==> src/rtl/control_mc_if.sv <==
// ---------------------------------------------------------------------------
// control_mc_if
//
// Purpose:
//   Bundles the signals exchanged between the multi-cycle control unit and
//   the rest of the machine: the IR opcode field, the ACC zero flag, the
//   memory-ready handshake and all datapath control strobes.
//
// Modports:
//   master - the control unit (samples Opcode/Zflag/Mem_Ready, drives strobes)
//   slave  - datapath/memory side (drives Opcode/Zflag/Mem_Ready, samples strobes)
//
// Signals:
//   Opcode      IR opcode field (OPW bits)
//   Zflag       accumulator zero flag
//   Mem_Ready   memory completes the current access this cycle
//   Function    ALU function select (FNW bits)
//   SelInc      PC mux: 1 = PC+1, 0 = operand
//   LoadPC      PC load enable
//   LoadIR      IR load enable
//   TrisOperand drive IR operand onto address bus
//   TrisPC      drive PC onto address bus
//   TrisAcc     drive ACC onto data bus
//   Mem_Read    memory read request
//   Mem_Write   memory write request
//   Halted      control unit is in HALTED
//   Fault       control unit is in FAULT
//
// Optional macro CONTROL_MC_INTERRUPT_EN adds IRQ (to the unit) and
// IrqAck, SelVec, LoadEPC (from the unit).
// ---------------------------------------------------------------------------
interface control_mc_if #(
  parameter int OPW = 4,
  parameter int FNW = 4
);

  logic [OPW-1:0] Opcode;
  logic           Zflag;
  logic           Mem_Ready;
  logic [FNW-1:0] Function;
  logic           SelInc;
  logic           LoadPC;
  logic           LoadIR;
  logic           TrisOperand;
  logic           TrisPC;
  logic           TrisAcc;
  logic           Mem_Read;
  logic           Mem_Write;
  logic           Halted;
  logic           Fault;

`ifdef CONTROL_MC_INTERRUPT_EN
  logic           IRQ;
  logic           IrqAck;
  logic           SelVec;
  logic           LoadEPC;

  modport master (
    input  Opcode, Zflag, Mem_Ready, IRQ,
    output Function, SelInc, LoadPC, LoadIR, TrisOperand, TrisPC, TrisAcc,
           Mem_Read, Mem_Write, Halted, Fault, IrqAck, SelVec, LoadEPC
  );

  modport slave (
    output Opcode, Zflag, Mem_Ready, IRQ,
    input  Function, SelInc, LoadPC, LoadIR, TrisOperand, TrisPC, TrisAcc,
           Mem_Read, Mem_Write, Halted, Fault, IrqAck, SelVec, LoadEPC
  );
`else
  modport master (
    input  Opcode, Zflag, Mem_Ready,
    output Function, SelInc, LoadPC, LoadIR, TrisOperand, TrisPC, TrisAcc,
           Mem_Read, Mem_Write, Halted, Fault
  );

  modport slave (
    output Opcode, Zflag, Mem_Ready,
    input  Function, SelInc, LoadPC, LoadIR, TrisOperand, TrisPC, TrisAcc,
           Mem_Read, Mem_Write, Halted, Fault
  );
`endif

endinterface

==> src/rtl/control_mc.sv <==
// ---------------------------------------------------------------------------
// control_mc
//
// Purpose:
//   Multi-cycle control unit for the SimpleRISC datapath. Each instruction is
//   a FETCH followed by an EXECUTE; memory accesses may be stretched by the
//   Mem_Ready handshake, a watchdog forces FAULT if memory stalls too long,
//   and the HALT opcode parks the unit in HALTED. With Mem_Ready tied high
//   the cycle behaviour matches the original two-state unit.
//
// Parameters:
//   OPW      opcode width (opcode constants are zero-extended to it)
//   FNW      ALU function code width
//   MAX_WAIT not-ready cycles tolerated per access (0 disables the watchdog)
//   HALT_OP  opcode decoded as HALT
//
// Ports:
//   Clock  system clock, rising edge
//   Reset  synchronous, active-high reset
//   bus    control_mc_if.master: Opcode, Zflag, Mem_Ready in; Function,
//          SelInc, LoadPC, LoadIR, TrisOperand, TrisPC, TrisAcc, Mem_Read,
//          Mem_Write, Halted, Fault out
//
// Optional feature:
//   Define CONTROL_MC_INTERRUPT_EN to add the IRQ state and the IRQ/IrqAck/
//   SelVec/LoadEPC signals on the interface.
// ---------------------------------------------------------------------------
module control_mc #(
  parameter int             OPW      = 4,
  parameter int             FNW      = 4,
  parameter int             MAX_WAIT = 15,
  parameter logic [OPW-1:0] HALT_OP  = OPW'(4'hF)
) (
  input logic          Clock,
  input logic          Reset,
  control_mc_if.master bus
);

  // Opcode map of the SimpleRISC opcodes package, zero-extended to OPW.
  localparam logic [OPW-1:0] OP_LDA   = OPW'(4'h0);
  localparam logic [OPW-1:0] OP_STA   = OPW'(4'h1);
  localparam logic [OPW-1:0] OP_ADD   = OPW'(4'h2);
  localparam logic [OPW-1:0] OP_SUB   = OPW'(4'h3);
  localparam logic [OPW-1:0] OP_AND   = OPW'(4'h4);
  localparam logic [OPW-1:0] OP_OR    = OPW'(4'h5);
  localparam logic [OPW-1:0] OP_NOT   = OPW'(4'h6);
  localparam logic [OPW-1:0] OP_LSL   = OPW'(4'h7);
  localparam logic [OPW-1:0] OP_LSR   = OPW'(4'h8);
  localparam logic [OPW-1:0] OP_JMP   = OPW'(4'h9);
  localparam logic [OPW-1:0] OP_JMPZ  = OPW'(4'hA);
  localparam logic [OPW-1:0] OP_JMPNZ = OPW'(4'hB);

  // ALU function codes; FN_ACC makes the ALU pass ACC through unchanged.
  localparam logic [FNW-1:0] FN_ACC = FNW'(4'h0);
  localparam logic [FNW-1:0] FN_MEM = FNW'(4'h1);
  localparam logic [FNW-1:0] FN_ADD = FNW'(4'h2);
  localparam logic [FNW-1:0] FN_SUB = FNW'(4'h3);
  localparam logic [FNW-1:0] FN_AND = FNW'(4'h4);
  localparam logic [FNW-1:0] FN_OR  = FNW'(4'h5);
  localparam logic [FNW-1:0] FN_NOT = FNW'(4'h6);
  localparam logic [FNW-1:0] FN_LSL = FNW'(4'h7);
  localparam logic [FNW-1:0] FN_LSR = FNW'(4'h8);

  // A zero MAX_WAIT still needs a one-bit counter so the declarations stay legal.
  localparam int             WCW        = (MAX_WAIT > 0) ? $clog2(MAX_WAIT + 1) : 1;
  localparam logic [WCW-1:0] WAIT_LIMIT = WCW'(MAX_WAIT);

  typedef enum logic [2:0] {
    S_FETCH,
    S_EXECUTE,
    S_HALTED,
    S_FAULT
`ifdef CONTROL_MC_INTERRUPT_EN
    ,
    S_IRQ
`endif
  } state_t;

  state_t         state_q, state_d;
  logic [WCW-1:0] waitCnt_q, waitCnt_d;

  logic           isHalt;
  logic           isMemRead;
  logic           isMemWrite;
  logic           branchTaken;
  logic [FNW-1:0] decFunc;
  logic           inAccess;
  logic           memWait;
  logic           timeout;
  logic           exDone;

  logic [FNW-1:0] fnSel;
  logic           selInc, loadPC, loadIR;
  logic           trisOperand, trisPC, trisAcc;
  logic           memRead, memWrite;
  logic           halted, fault;
`ifdef CONTROL_MC_INTERRUPT_EN
  logic           irqAck, selVec, loadEPC;
`endif

  // Opcode decode. HALT is checked first so a HALT_OP that overlaps a
  // regular opcode value still behaves as HALT and never touches memory.
  always_comb begin
    isHalt      = (bus.Opcode == HALT_OP);
    isMemRead   = 1'b0;
    isMemWrite  = 1'b0;
    branchTaken = 1'b0;
    decFunc     = FN_ACC;
    if (!isHalt) begin
      case (bus.Opcode)
        OP_LDA:   begin isMemRead = 1'b1; decFunc = FN_MEM; end
        OP_ADD:   begin isMemRead = 1'b1; decFunc = FN_ADD; end
        OP_SUB:   begin isMemRead = 1'b1; decFunc = FN_SUB; end
        OP_AND:   begin isMemRead = 1'b1; decFunc = FN_AND; end
        OP_OR:    begin isMemRead = 1'b1; decFunc = FN_OR;  end
        OP_STA:   isMemWrite  = 1'b1;
        OP_NOT:   decFunc     = FN_NOT;
        OP_LSL:   decFunc     = FN_LSL;
        OP_LSR:   decFunc     = FN_LSR;
        OP_JMP:   branchTaken = 1'b1;
        OP_JMPZ:  branchTaken = bus.Zflag;
        OP_JMPNZ: branchTaken = !bus.Zflag;
        default:  decFunc     = FN_ACC;
      endcase
    end
  end

  // An access is in flight during every FETCH and during EXECUTE of a
  // memory-operand opcode; Mem_Ready is meaningless anywhere else. The
  // watchdog trips when the counter already sits at the limit and memory
  // is still not ready, so exactly MAX_WAIT stalls are tolerated.
  always_comb begin
    inAccess = (state_q == S_FETCH) ||
               ((state_q == S_EXECUTE) && (isMemRead || isMemWrite));
    memWait  = inAccess && !bus.Mem_Ready;
    timeout  = memWait && (MAX_WAIT != 0) && (waitCnt_q == WAIT_LIMIT);
  end

  // Next-state and output decode. Reset overrides everything at the end so
  // the datapath sees idle strobes while Reset is held, whatever state_q is.
  always_comb begin
    state_d     = state_q;
    exDone      = 1'b0;
    fnSel       = FN_ACC;
    selInc      = 1'b0;
    loadPC      = 1'b0;
    loadIR      = 1'b0;
    trisOperand = 1'b0;
    trisPC      = 1'b0;
    trisAcc     = 1'b0;
    memRead     = 1'b0;
    memWrite    = 1'b0;
    halted      = 1'b0;
    fault       = 1'b0;
`ifdef CONTROL_MC_INTERRUPT_EN
    irqAck      = 1'b0;
    selVec      = 1'b0;
    loadEPC     = 1'b0;
`endif

    case (state_q)
      S_FETCH: begin
        trisPC  = 1'b1;
        memRead = 1'b1;
        if (bus.Mem_Ready) begin
          loadIR  = 1'b1;
          loadPC  = 1'b1;
          selInc  = 1'b1;
          state_d = S_EXECUTE;
        end else if (timeout) begin
          state_d = S_FAULT;
        end
      end

      S_EXECUTE: begin
        trisOperand = 1'b1;
        if (isHalt) begin
          exDone = 1'b1;
        end else if (isMemRead) begin
          // ALU stays on FN_ACC while waiting so ACC is not clobbered by
          // whatever is floating on the data bus.
          memRead = 1'b1;
          if (bus.Mem_Ready) begin
            fnSel  = decFunc;
            exDone = 1'b1;
          end
        end else if (isMemWrite) begin
          memWrite = 1'b1;
          trisAcc  = 1'b1;
          exDone   = bus.Mem_Ready;
        end else if (branchTaken) begin
          loadPC = 1'b1;
          selInc = 1'b0;
          exDone = 1'b1;
        end else begin
          // Register ops, untaken branches and unknown opcodes (FN_ACC = NOP).
          fnSel  = decFunc;
          exDone = 1'b1;
        end

        if (exDone) begin
          state_d = isHalt ? S_HALTED : S_FETCH;
`ifdef CONTROL_MC_INTERRUPT_EN
          if (bus.IRQ) begin
            state_d = S_IRQ;
          end
`endif
        end else if (timeout) begin
          state_d = S_FAULT;
        end
      end

      S_HALTED: begin
        halted = 1'b1;
`ifdef CONTROL_MC_INTERRUPT_EN
        if (bus.IRQ) begin
          state_d = S_IRQ;
        end
`endif
      end

      S_FAULT: begin
        fault = 1'b1;
      end

`ifdef CONTROL_MC_INTERRUPT_EN
      S_IRQ: begin
        // One-cycle vector entry: EPC captures the current PC while the PC
        // is loaded with the vector address.
        irqAck  = 1'b1;
        loadEPC = 1'b1;
        loadPC  = 1'b1;
        selVec  = 1'b1;
        selInc  = 1'b0;
        state_d = S_FETCH;
      end
`endif

      default: begin
        state_d = S_FETCH;
      end
    endcase

    if (Reset) begin
      state_d     = S_FETCH;
      fnSel       = FN_ACC;
      selInc      = 1'b0;
      loadPC      = 1'b0;
      loadIR      = 1'b0;
      trisOperand = 1'b0;
      trisPC      = 1'b0;
      trisAcc     = 1'b0;
      memRead     = 1'b0;
      memWrite    = 1'b0;
      halted      = 1'b0;
      fault       = 1'b0;
`ifdef CONTROL_MC_INTERRUPT_EN
      irqAck      = 1'b0;
      selVec      = 1'b0;
      loadEPC     = 1'b0;
`endif
    end
  end

  // Wait counter: counts consecutive stalls of the current access and
  // restarts on completion or whenever the state changes. It saturates at
  // the limit; reaching the limit while stalled moves to FAULT anyway.
  always_comb begin
    waitCnt_d = '0;
    if (!Reset && (state_d == state_q) && memWait && (waitCnt_q < WAIT_LIMIT)) begin
      waitCnt_d = waitCnt_q + WCW'(1);
    end
  end

  // State and wait-counter registers with synchronous reset.
  always_ff @(posedge Clock) begin
    if (Reset) begin
      state_q   <= S_FETCH;
      waitCnt_q <= '0;
    end else begin
      state_q   <= state_d;
      waitCnt_q <= waitCnt_d;
    end
  end

  assign bus.Function    = fnSel;
  assign bus.SelInc      = selInc;
  assign bus.LoadPC      = loadPC;
  assign bus.LoadIR      = loadIR;
  assign bus.TrisOperand = trisOperand;
  assign bus.TrisPC      = trisPC;
  assign bus.TrisAcc     = trisAcc;
  assign bus.Mem_Read    = memRead;
  assign bus.Mem_Write   = memWrite;
  assign bus.Halted      = halted;
  assign bus.Fault       = fault;
`ifdef CONTROL_MC_INTERRUPT_EN
  assign bus.IrqAck      = irqAck;
  assign bus.SelVec      = selVec;
  assign bus.LoadEPC     = loadEPC;
`endif

endmodule

==> src/flat_wrapper.sv <==
// flat-port wrapper written by rule: the top's interface ports become plain ports
module control_mc_flat 
#(
  parameter int             OPW      = 4,
  parameter int             FNW      = 4,
  parameter int             MAX_WAIT = 15,
  parameter logic [OPW-1:0] HALT_OP  = OPW'(4'hF)
)
  (Clock, Reset, bus_Opcode, bus_Zflag, bus_Mem_Ready, bus_Function, bus_SelInc, bus_LoadPC, bus_LoadIR, bus_TrisOperand, bus_TrisPC, bus_TrisAcc, bus_Mem_Read, bus_Mem_Write, bus_Halted, bus_Fault);
  control_mc_if #(.OPW(OPW), .FNW(FNW)) bus_i ();
  input logic Clock;
  input logic Reset;
  input wire logic [$bits(bus_i.Opcode)-1:0] bus_Opcode;
  input wire logic [$bits(bus_i.Zflag)-1:0] bus_Zflag;
  input wire logic [$bits(bus_i.Mem_Ready)-1:0] bus_Mem_Ready;
  output wire logic [$bits(bus_i.Function)-1:0] bus_Function;
  output wire logic [$bits(bus_i.SelInc)-1:0] bus_SelInc;
  output wire logic [$bits(bus_i.LoadPC)-1:0] bus_LoadPC;
  output wire logic [$bits(bus_i.LoadIR)-1:0] bus_LoadIR;
  output wire logic [$bits(bus_i.TrisOperand)-1:0] bus_TrisOperand;
  output wire logic [$bits(bus_i.TrisPC)-1:0] bus_TrisPC;
  output wire logic [$bits(bus_i.TrisAcc)-1:0] bus_TrisAcc;
  output wire logic [$bits(bus_i.Mem_Read)-1:0] bus_Mem_Read;
  output wire logic [$bits(bus_i.Mem_Write)-1:0] bus_Mem_Write;
  output wire logic [$bits(bus_i.Halted)-1:0] bus_Halted;
  output wire logic [$bits(bus_i.Fault)-1:0] bus_Fault;
  assign bus_i.Opcode = bus_Opcode;
  assign bus_i.Zflag = bus_Zflag;
  assign bus_i.Mem_Ready = bus_Mem_Ready;
  assign bus_Function = bus_i.Function;
  assign bus_SelInc = bus_i.SelInc;
  assign bus_LoadPC = bus_i.LoadPC;
  assign bus_LoadIR = bus_i.LoadIR;
  assign bus_TrisOperand = bus_i.TrisOperand;
  assign bus_TrisPC = bus_i.TrisPC;
  assign bus_TrisAcc = bus_i.TrisAcc;
  assign bus_Mem_Read = bus_i.Mem_Read;
  assign bus_Mem_Write = bus_i.Mem_Write;
  assign bus_Halted = bus_i.Halted;
  assign bus_Fault = bus_i.Fault;
  control_mc #(.OPW(OPW), .FNW(FNW), .MAX_WAIT(MAX_WAIT), .HALT_OP(HALT_OP)) u_core (.Clock(Clock), .Reset(Reset), .bus(bus_i));
endmodule
==> config.mk <==
export PLATFORM = sky130hd
export DESIGN_NAME = control_mc_flat
export DESIGN_NICKNAME = d
export VERILOG_FILES = /design/src/rtl/control_mc_if.sv /design/src/rtl/control_mc.sv /design/src/flat_wrapper.sv
export SDC_FILE = /design/constraint.sdc
export NUM_CORES = 1
export LEC_CHECK = 0
export CAP_MARGIN = 30
export CORE_MARGIN = 4
export CORE_UTILIZATION = 28
export CTS_CLUSTER_SIZE = 28
export DETAILED_ROUTE_END_ITERATION = 10
export HOLD_SLACK_MARGIN = 0.08
export PLACE_DENSITY = 0.7
export SETUP_SLACK_MARGIN = 0.1
export SYNTH_ARGS = -nofsm -noshare
export SYNTH_HDL_FRONTEND = slang
export SYNTH_SLANG_ARGS = --single-unit
==> constraint.sdc <==
create_clock -name Clock -period 1.38 [get_ports Clock]
set_input_delay 0.345 -clock Clock [delete_from_list [all_inputs] [get_ports Clock]]
set_output_delay 0.345 -clock Clock [all_outputs]
set_load 0.01 [all_outputs]
==> reports/results.tsv <==
stage	metric	value	unit
status	status	complete, but fails checks	
status	failing checks	setup timing	
final_layout	commonest non-fill, non-tap cell in the layout	buf_4	
timing	Final Hold Fails	0	
timing	fin worst setup slack	-0.366	ns
critical_path	critical setup path kind	input pin to output pin	
global_route	busiest layer in global routing	met2	
global_route	initial antenna violation count	0	
synth	register area share after synthesis	0.285	
global_route	largest net degree at the start of global routing	9	
routing	Via-to-Cell Ratio	4.72	
timing	Max Freq	0.573	GHz
final_layout	multi-input logic area	390	µm²
cts	H-tree levels	1	
critical_path	Setup crit end kind	output pin	
timing	Final Setup Violations	14	
floorplan	Die Height	49.9	µm
timing	Final period util	1.27	
global_route	met2 usage in global routing	0.225	
critical_path	slowest stage cell on the critical path	or3_4	
synth	multiplexer area fraction after synthesis	0	
final_layout	# diodes	0	
cts	clock sinks	7	
global_route	global-route wire length before repair	2.50	mm
floorplan	cell row count	14	
synth	Compound-Gate Fraction of Synth Area	0.170	
placed_design	input/output buffers	21	
critical_path	CP cell instances	clkdlybuf4s15_2 > or3_4 > nor3_2 > a21o_1 > buf_2	
synth	main combinational cell family by area after synthesis	simple AND/OR/NAND/NOR gates	
routing	vias post-DR	571	
cts	CTS Hold Bufs	0	
placed_design	Post-DP Area	846	µm²
timing	RSZ-0062 raised after global routing	yes	
routing	post-route antenna net violation count	0	
cts	worst skew pair latency	0.24	ns
synth	yosys warns	0	
final_layout	Finished Cell Area	921	µm²
floorplan	Die W	49.9	µm
critical_path	reg2reg start	u_core.state_q[1]	
floorplan	core area	1580	µm²
floorplan	starting density of the core	0.312	
synth	post-synth cell types	32	
floorplan	die footprint	2490	µm²
routing	per-cell routed wire length	12.0	µm
critical_path	reg2reg setup slack	0.15	ns
critical_path	Worst Reg2Reg Path Length in Cells	7	
pwr	PD cells	588	nW/µm²
pwr	leak pwr	0.439	nW
timing	skew final	0.00341	ns
synth	Syn Std Cell Area	492	µm²
synth	Synth Area in Adders	0.0458	
synth	XOR/XNOR share of the synthesized area	0.0534	
worst_hold_path	hold crit path type	register to register	
critical_path	startpoint class of the critical path	input pin	
cts	Clock Tree Buf Depth	2	
placed_design	final RePlAce weighted congestion	0.755	
cts	root buf cell	clkbuf_4	
final_layout	Register Area	145	µm²
timing	max-slew violation count	0	
final_layout	layout cells sized above 1	0.610	
global_route	GR Layer Usage met1	0.146	
global_route	GRT overflow	0	
synth	Synth Instances	62	
critical_path	Critical Path RT	1.03	ns
synth	synthesized-area fraction occupied by and/or/nand/nor cells	0.377	
run	Max-Cap Viols	0	
final_layout	Area Overhead vs Synth	87.3	%
placed_design	HPWL after DPL	1.05	mm
final_layout	Final nets	115	
critical_path	worst path arrival time	1.40	ns
pwr	maximum VDD drop	0.662	mV
critical_path	worst setup path startpoint	Reset	
routing	Post-route DRC	0	
routing	router iterations before antenna repair	4	
pwr	total power	0.542	mW
global_route	vias in the first global route	567	
timing	Final min period	1.75	ns
global_route	GR Layer Usage met3	0.0331	
cts	clock transition at the registers of the reported paths	0.05	ns
critical_path	worst setup path end	bus_LoadPC	
synth	Net Count, Synth	71	
synth	register bit count reported by yosys	7	
global_route	Global Route Usage Sum	0.131	
cts	Inserted Clock Buffers	3	
floorplan	IO Pins	22	
routing	DRT Wirelength	1.45	mm
routing	Iter 0 DRT Violations	8	
final_layout	most frequent cells in the layout	buf_4, buf_2, nor2_1, buf_6	
critical_path	Reg-to-Reg End	u_core.waitCnt_q[0]	
final_layout	FILL cells	151	
critical_path	critical path fanouts, max	4	
timing	Setup TNS Final	-3.35	ns
cts	CTS tree	done	
critical_path	CP peak stage delay	0.43	ns
synth	mean post-synth cell area	7.93	µm²
worst min-delay path by stage:
| stage | from | endpoint | slack [ns] | depth (start not counted) |
|---|---|---|---|---|
| 6_report | u_core.waitCnt_q[0] | u_core.waitCnt_q[0] | 0.43 | 1 |
| 5_1_grt | u_core.waitCnt_q[0] | u_core.waitCnt_q[0] | 0.45 | 1 |
| 4_1_cts | u_core.waitCnt_q[0] | u_core.waitCnt_q[0] | 0.46 | 1 |
| 3_5_place_dp | u_core.waitCnt_q[0] | u_core.waitCnt_q[0] | 0.45 | 1 |
| 3_3_place_gp | u_core.waitCnt_q[0] | u_core.waitCnt_q[0] | 0.43 | 1 |
| 2_1_floorplan | u_core.waitCnt_q[0] | u_core.waitCnt_q[0] | 0.42 | 1 |
stage by stage:
stage                     setup WS, ns  hold WS (ns)   util  std cells
final                           -0.366         0.427  0.584        121
after CTS                       -0.400         0.455  0.564        119
after floorplan                -0.0559         0.418      -         62
after global routing            -0.452         0.451  0.584        121
after global placement          -0.977         0.431  0.537        112
after detailed placement         -1.02         0.446  0.537        112
worst max-delay path: cells and delay by family:
family / cells / cell delay [ns]
simple gates: 2 / 0.59
buf+inv: 2 / 0.34
compound gates: 1 / 0.13
cell type report:
class,instances,area share
Multi-Input combinational cell,50,0.424
Timing Repair Buffer,42,0.360
Sequential cell,7,0.158
Clock buffer,4,0.0285
Tap cell,16,0.0217
Inverter,2,0.00815
flip-flops by register name, summed over array words and instances, names as in the netlist:
register and count:
u_core.state_q 3, u_core.waitCnt_q 4
power by group:
group          leakage [nW]  total, mW  switching [mW]  internal [mW]
combinational         0.366      0.149          0.0657         0.0832
clock                0.0150      0.178          0.0680          0.110
sequential           0.0584      0.215         0.00648          0.209
what timing repair did:
item | in CTS | in global routing
setup endpoints to repair | 20 | 19
setup buffers | 3 | 2
gates resized for setup | 88 | 8
pin swaps | 7 | 4
cell usage after synthesis:
cell      count  area (µm²)
a41oi_1       1        8.76
xor2_1        1        8.76
nor3b_1       1        7.51
nor2_1       13        48.8
nor3_4        1        16.3
maj3_1        1        10.0
xnor2_1       2        17.5
o32ai_1       1        8.76
nand3_1       2        10.0
and2b_1       1        7.51
or3_4         1        11.3
a21o_1        1        7.51
a22oi_1       1        7.51
nor3_2        2        20.0
dfxtp_1       7         140
a211oi_1      1        7.51
nand2_1       4        15.0
ha_1          1        12.5
or2_0         1        6.26
inv_1         2        7.51
buf_4         3        22.5
a21oi_1       1        5.00
or2_2         1        6.26
and2_1        2        12.5
conb_1        1        3.75
o211ai_1      1        7.51
a211o_2       1        10.0
nand3b_2      1        11.3
o22ai_1       1        6.26
and3_2        1        7.51
nor3_1        1        5.00
o21ai_0       3        15.0
per-layer routing:
metal  up-vias  part of all wire
met4         0            0.0097
met5         -                 0
met2        18              0.49
met1       250              0.44
li1        301                 -
met3         2             0.056
kinds of logic after synthesis:
| kind of cell | count (synthesis) |
|---|---|
| compound gates | 12 |
| xor+xnor | 3 |
| fa+ha+maj | 2 |
| buf+inv | 5 |
| flops | 7 |
| other cells | 1 |
| simple gates | 32 |
(Power assumes the default switching activity.)
